===== src/rtl/imem_store_buffer.sv =====
// Store buffer that queues data-path stores to the IMEM window and drains them into the IMEM write port.
// Optional macro STB_COALESCE_EN merges a store into the tail entry when the word addresses match.
module imem_store_buffer #(
  parameter int DEPTH = 4,
  parameter int AW    = 14
) (
  input  logic                       clk,
  input  logic                       rst,
  input  logic                       st_valid,
  output logic                       st_ready,
  input  logic [31:0]                st_addr,
  input  logic [31:0]                st_data,
  input  logic [3:0]                 st_wmask,
  input  logic                       imem_wr_gnt,
  output logic [3:0]                 imem_we,
  output logic [AW-1:0]              imem_waddr,
  output logic [31:0]                imem_wdata,
  input  logic [31:0]                fetch_pc,
  output logic                       fetch_hold,
  input  logic                       fence_i,
  output logic                       fence_busy,
  output logic [$clog2(DEPTH):0]     occupancy
);
  localparam int PW = $clog2(DEPTH);
  localparam int CW = PW + 1;

  typedef enum logic [0:0] {S_IDLE, S_FENCE} state_t;

  state_t          r_state;
  logic [PW-1:0]   r_wptr;
  logic [PW-1:0]   r_rptr;
  logic [CW-1:0]   r_count;
  logic [AW-1:0]   r_addr [DEPTH];
  logic [31:0]     r_data [DEPTH];
  logic [3:0]      r_mask [DEPTH];

  logic            w_full;
  logic            w_empty;
  logic            w_enq;
  logic            w_push;
  logic            w_pop;
  logic            w_merge;
  logic [AW-1:0]   w_st_wa;
  logic [AW-1:0]   w_fetch_wa;
  logic            w_hazard;
  logic [PW-1:0]   w_rel;
  logic            w_unused_bits;

  assign w_full     = (r_count == CW'(DEPTH));
  assign w_empty    = (r_count == '0);
  assign st_ready   = !rst && (r_state == S_IDLE) && !w_full;
  assign w_st_wa    = st_addr[AW+1:2];
  assign w_fetch_wa = fetch_pc[AW+1:2];
  // Stores outside the window or with an empty mask are acknowledged but never queued.
  assign w_enq      = st_valid && st_ready && (st_addr[31:29] == 3'b001) && (st_wmask != 4'b0);
  assign w_pop      = !rst && !w_empty && imem_wr_gnt;
  assign w_push     = w_enq && !w_merge;

`ifdef STB_COALESCE_EN
  logic [PW-1:0] w_tail;
  assign w_tail  = r_wptr - 1'b1;
  // A tail entry that is also the head leaving this cycle cannot absorb the store.
  assign w_merge = w_enq && !w_empty && (r_addr[w_tail] == w_st_wa) &&
                   !((r_count == CW'(1)) && w_pop);
`else
  assign w_merge = 1'b0;
`endif

  always_ff @(posedge clk) begin
    if (rst) begin
      r_state <= S_IDLE;
      r_wptr  <= '0;
      r_rptr  <= '0;
      r_count <= '0;
    end else begin
      if (w_push) r_wptr <= r_wptr + 1'b1;
      if (w_pop)  r_rptr <= r_rptr + 1'b1;
      case ({w_push, w_pop})
        2'b10:   r_count <= r_count + 1'b1;
        2'b01:   r_count <= r_count - 1'b1;
        default: r_count <= r_count;
      endcase
      case (r_state)
        S_IDLE:  if (fence_i) r_state <= S_FENCE;
        S_FENCE: if (r_count == '0) r_state <= S_IDLE;
        default: r_state <= S_IDLE;
      endcase
    end
  end

  always_ff @(posedge clk) begin
    if (w_push) begin
      r_addr[r_wptr] <= w_st_wa;
      r_data[r_wptr] <= st_data;
      r_mask[r_wptr] <= st_wmask;
    end
`ifdef STB_COALESCE_EN
    if (w_merge) begin
      for (int i = 0; i < 4; i++) begin
        if (st_wmask[i]) r_data[w_tail][8*i +: 8] <= st_data[8*i +: 8];
      end
      r_mask[w_tail] <= r_mask[w_tail] | st_wmask;
    end
`endif
  end

  assign imem_we    = w_pop   ? r_mask[r_rptr] : 4'b0;
  assign imem_waddr = w_empty ? '0 : r_addr[r_rptr];
  assign imem_wdata = w_empty ? '0 : r_data[r_rptr];
  assign fence_busy = (r_state == S_FENCE);
  assign occupancy  = r_count;

  // A slot is live when its distance from the head is below the occupancy.
  always_comb begin
    w_hazard = 1'b0;
    w_rel    = '0;
    for (int i = 0; i < DEPTH; i++) begin
      w_rel = PW'(i) - r_rptr;
      if ((CW'(w_rel) < r_count) && (r_addr[i] == w_fetch_wa)) w_hazard = 1'b1;
    end
    if (w_enq && (w_st_wa == w_fetch_wa)) w_hazard = 1'b1;
  end

  assign fetch_hold = (fetch_pc[31:29] == 3'b000) && fetch_pc[28] && w_hazard;

  assign w_unused_bits = ^{st_addr[28:AW+2], st_addr[1:0], fetch_pc[27:AW+2], fetch_pc[1:0]};
endmodule

===== config.mk =====
export PLATFORM = sky130hd
export DESIGN_NAME = imem_store_buffer
export DESIGN_NICKNAME = d
export VERILOG_FILES = /design/src/rtl/imem_store_buffer.sv
export SDC_FILE = /design/constraint.sdc
export NUM_CORES = 1
export LEC_CHECK = 0
export ABC_AREA = 0
export BUFFER_PORTS_ARGS = -buffer_cell sky130_fd_sc_hd__buf_4
export CAP_MARGIN = 0
export CORE_ASPECT_RATIO = 0.8
export CORE_MARGIN = 2
export CORE_UTILIZATION = 40
export CTS_CLUSTER_DIAMETER = 60
export DETAILED_ROUTE_END_ITERATION = 8
export PLACE_DENSITY = 0.66
export SETUP_SLACK_MARGIN = 0.02
export SLEW_MARGIN = 25
export SYNTH_ARGS = -nofsm -noshare
export SYNTH_HDL_FRONTEND = slang
export SYNTH_SLANG_ARGS = --single-unit

===== constraint.sdc =====
create_clock -name clk -period 4.9 [get_ports clk]
set_input_delay 0.98 -clock clk [delete_from_list [all_inputs] [get_ports clk]]
set_output_delay 0.98 -clock clk [all_outputs]
set_load 0.005 [all_outputs]

==> summary.txt <==
M1 GR Usage: 0.234
Net Sw Frac: 0.206
crit share post-route: 0.735
core area: 0.0224 mm^2
Max Clock Skew: 0.0126 ns
DRC Markers: 0
hold depth: 2
Peak VDD IR: 274 uV
hold_buf cts: 0
crit-path leading delay family: simple AND/OR/NAND/NOR gates
die area: 0.0239 mm^2
most common library cells after synthesis: edfxtp_1 (200), xor2_1 (56), and2_1 (50), mux4_2 (50), xnor2_1 (19)
setup TNS: 0 ns
H-tree levels: 1
# IOs: 161
clk_lat worst skew: 0.52 ns
DRT iter0 DRCs: 213
Hold Path Sink: fence_busy
RR Endpoint: r_data[3][10]
crit-path most repeated cell: buf_4
Starting Density: 0.405
cell area power density: 338 mW/mm^2
Seq/Total Area, Yosys: 0.685
Worst R2R Start: occupancy[1]
RSZ-0062 raised after global routing: no
CTS max path bufs: 3
synth unique cells: 37
fmax: 278 MHz
DRT Pass-1 Iters: 4
met3 Track Usage GR: 0.0474
share of cells above drive strength 1: 0.362
Worst-path clk slew: 0.06 ns
status: completed
CP startpoint kind: input pin
busiest grt layer: met2
drt total wl: 19700 um
M2 GR Usage: 0.268
Gate power share: 0.045
# fillers: 1900
top area cells in the synthesized netlist: edfxtp_1 (66%), mux4_2 (12%), xor2_1 (5.4%), and2_1 (3.5%), dfxtp_1 (2.2%)
critical path cell sequence: buf_4, a311oi_1, and3_1, nand4_1, a21oi_2, buf_4
Sink Count: 210
CTS Buf Count: 23
Setup crit end kind: output port
die width: 172 um
gr usage total: 0.168
# resized after CTS: 0
dpl hpwl: 13100 um
NumNets Final: 748
Synth Cell Area: 0.00906 mm^2
first-pass GRT wire length: 30000 um
Clk pwr share: 0.428
Hold WS: 0.494 ns
P_int: 0.00297 W
R2R depth: 5
Seq pwr share: 0.527
relative max-transition margin: 0.440
yosys warns: 0
Final Hold Vio Count: 0
cell taking the most area after synthesis: edfxtp_1
Hold/Removal Path Class: reg2reg
EDFF count, synth: 200
fin util: 0.495
Net Sw Power: 0.000771 W
Antenna Nets Post-Route: 0
most frequent cell after synthesis: edfxtp_1
via count: 4813
hold path start: fence_busy
r2r setup slk: 1.99 ns
worst setup path startpoint: rst
CP Max Fanout: 11
Site Rows: 49
global route overflow: 0
Critical Path AT: 2.62 ns
flops & latches, synth: 210
Die H: 139 um
power consumption: 0.00374 W
Routability Congestion: 0.780
Post-Syn Nets: 617
Slew @ Worst Pin: 0.840 ns
antenna violations before repair: 0
top cell type's share of synthesized area: 0.663
minimum clock period: 3.60 ns
ys async rst share: 0
Cells after Synth: 502
slowest stage delay, CP: 0.49 ns
final slew viol count: 0
post-CTS repair timing setup buffer count: 0
Ant. Diodes: 0
post-DR wirelength/cell: 20.7 um
clk root buf: clkbuf_16
port buffer count: 131
Lkg Pwr: 3.80 nW
CTS tree: built
largest net degree at the start of global routing: 42
Vias per Instance: 5.04
Critical Path RT: 3.92 ns
Setup CP Type: in2out
worst path buffer plus inverter count: 2
# setup viols final: 0
Most used DFF post-synth: edfxtp_1
Max stage delay cell, worst path: and3_1
Max-cap violations: 0
Avg Inst Size Synth: 18.0 um^2
Area growth syn-to-layout: 22.4%
vias in the first global route: 5148
-- stage by stage --
stage,cell area (um^2),std cells,setup WS [ns]
6_report,11100,955,1.30
5_1_grt,11100,955,1.19
4_1_cts,11100,955,1.33
3_5_place_dp,10400,914,1.34
3_3_place_gp,10300,913,1.36
2_1_floorplan,9060,502,1.62
-- kinds of logic after synthesis --
logic type      after synthesis  synth area share
flops                       210             0.685
simple gates                 94            0.0623
xor+xnor                     76            0.0743
mux                          51             0.125
buf+inv                      45            0.0249
compound gates               16            0.0131
fa+ha+maj                    10            0.0146
-- registers in the layout (all words and copies together), names as in the netlist, named ones only --
| name | flops |
|---|---|
| occupancy | 3 |
| r_wptr | 2 |
| r_mask | 16 |
| fence_busy | 1 |
| r_data | 128 |
| r_addr | 56 |
| r_rptr | 2 |
-- metal layers --
layer,up-vias,share of wire
met2,152,0.47
met3,23,0.092
met1,2453,0.43
met5,-,0
li1,2185,-
met4,0,0.013
-- power by group through the flow --
stage                     clock network, W  registers, W   logic, W
final                              0.00160       0.00197   0.000169
after global placement                   0       0.00201   0.000161
after detailed placement                 0       0.00201   0.000170
after floorplan                          0       0.00201  0.0000773
after CTS                          0.00164       0.00197   0.000171
after global routing               0.00171       0.00197   0.000184
-- worst min-delay path: stages (launching register included) --
cell     delay [ns]
dfxtp_1        0.33
nand2_1        0.06
a21oi_1        0.05
-- cell type report --
| cell class | instances | area, um^2 | area share |
|---|---|---|---|
| inverters | 12 | 47.5 | 0.00429 |
| clock buffers | 25 | 583 | 0.0526 |
| repair buffers | 139 | 1100 | 0.0994 |
| well taps | 306 | 383 | 0.0346 |
| clock inverters | 16 | 120 | 0.0108 |
| multi-input cells | 247 | 2640 | 0.238 |
| flip-flops and latches | 210 | 6210 | 0.561 |
-- placed cells by master, fill, tap and decap left out, types with 2 or more instances in the layout --
cell        netlist  final
edfxtp_1        200    200
buf_4             1    135
xor2_1           56     56
mux4_2           50     50
and2_1           50     46
clkbuf_16         0     23
xnor2_1          19     19
inv_1            11     11
nor4_1            9      9
ha_1              9      9
a21oi_1           8      8
nand4_1           8      8
nor2_1            8      8
dfxtp_1          10      8
clkinv_1          0      7
nor2b_1           4      4
and2_2            0      4
nor3_1            4      4
clkinv_2          0      4
a2111oi_0         3      3
buf_12            0      3
nand2_1           2      2
a2111oi_2         2      2
clkinvlp_4        0      2
clkbuf_1         15      2
-- worst max path at each step --
| stage | end | slack, ns | depth (start not counted) |
|---|---|---|---|
| 2_1_floorplan | r_addr[0][0] | 1.62 | 4 |
| 3_3_place_gp | fetch_hold | 1.36 | 6 |
| 3_5_place_dp | fetch_hold | 1.34 | 6 |
| 4_1_cts | fetch_hold | 1.33 | 6 |
| 5_1_grt | fetch_hold | 1.19 | 6 |
| 6_report | fetch_hold | 1.30 | 6 |
Note: power is estimated with default switching activity, not from simulation.
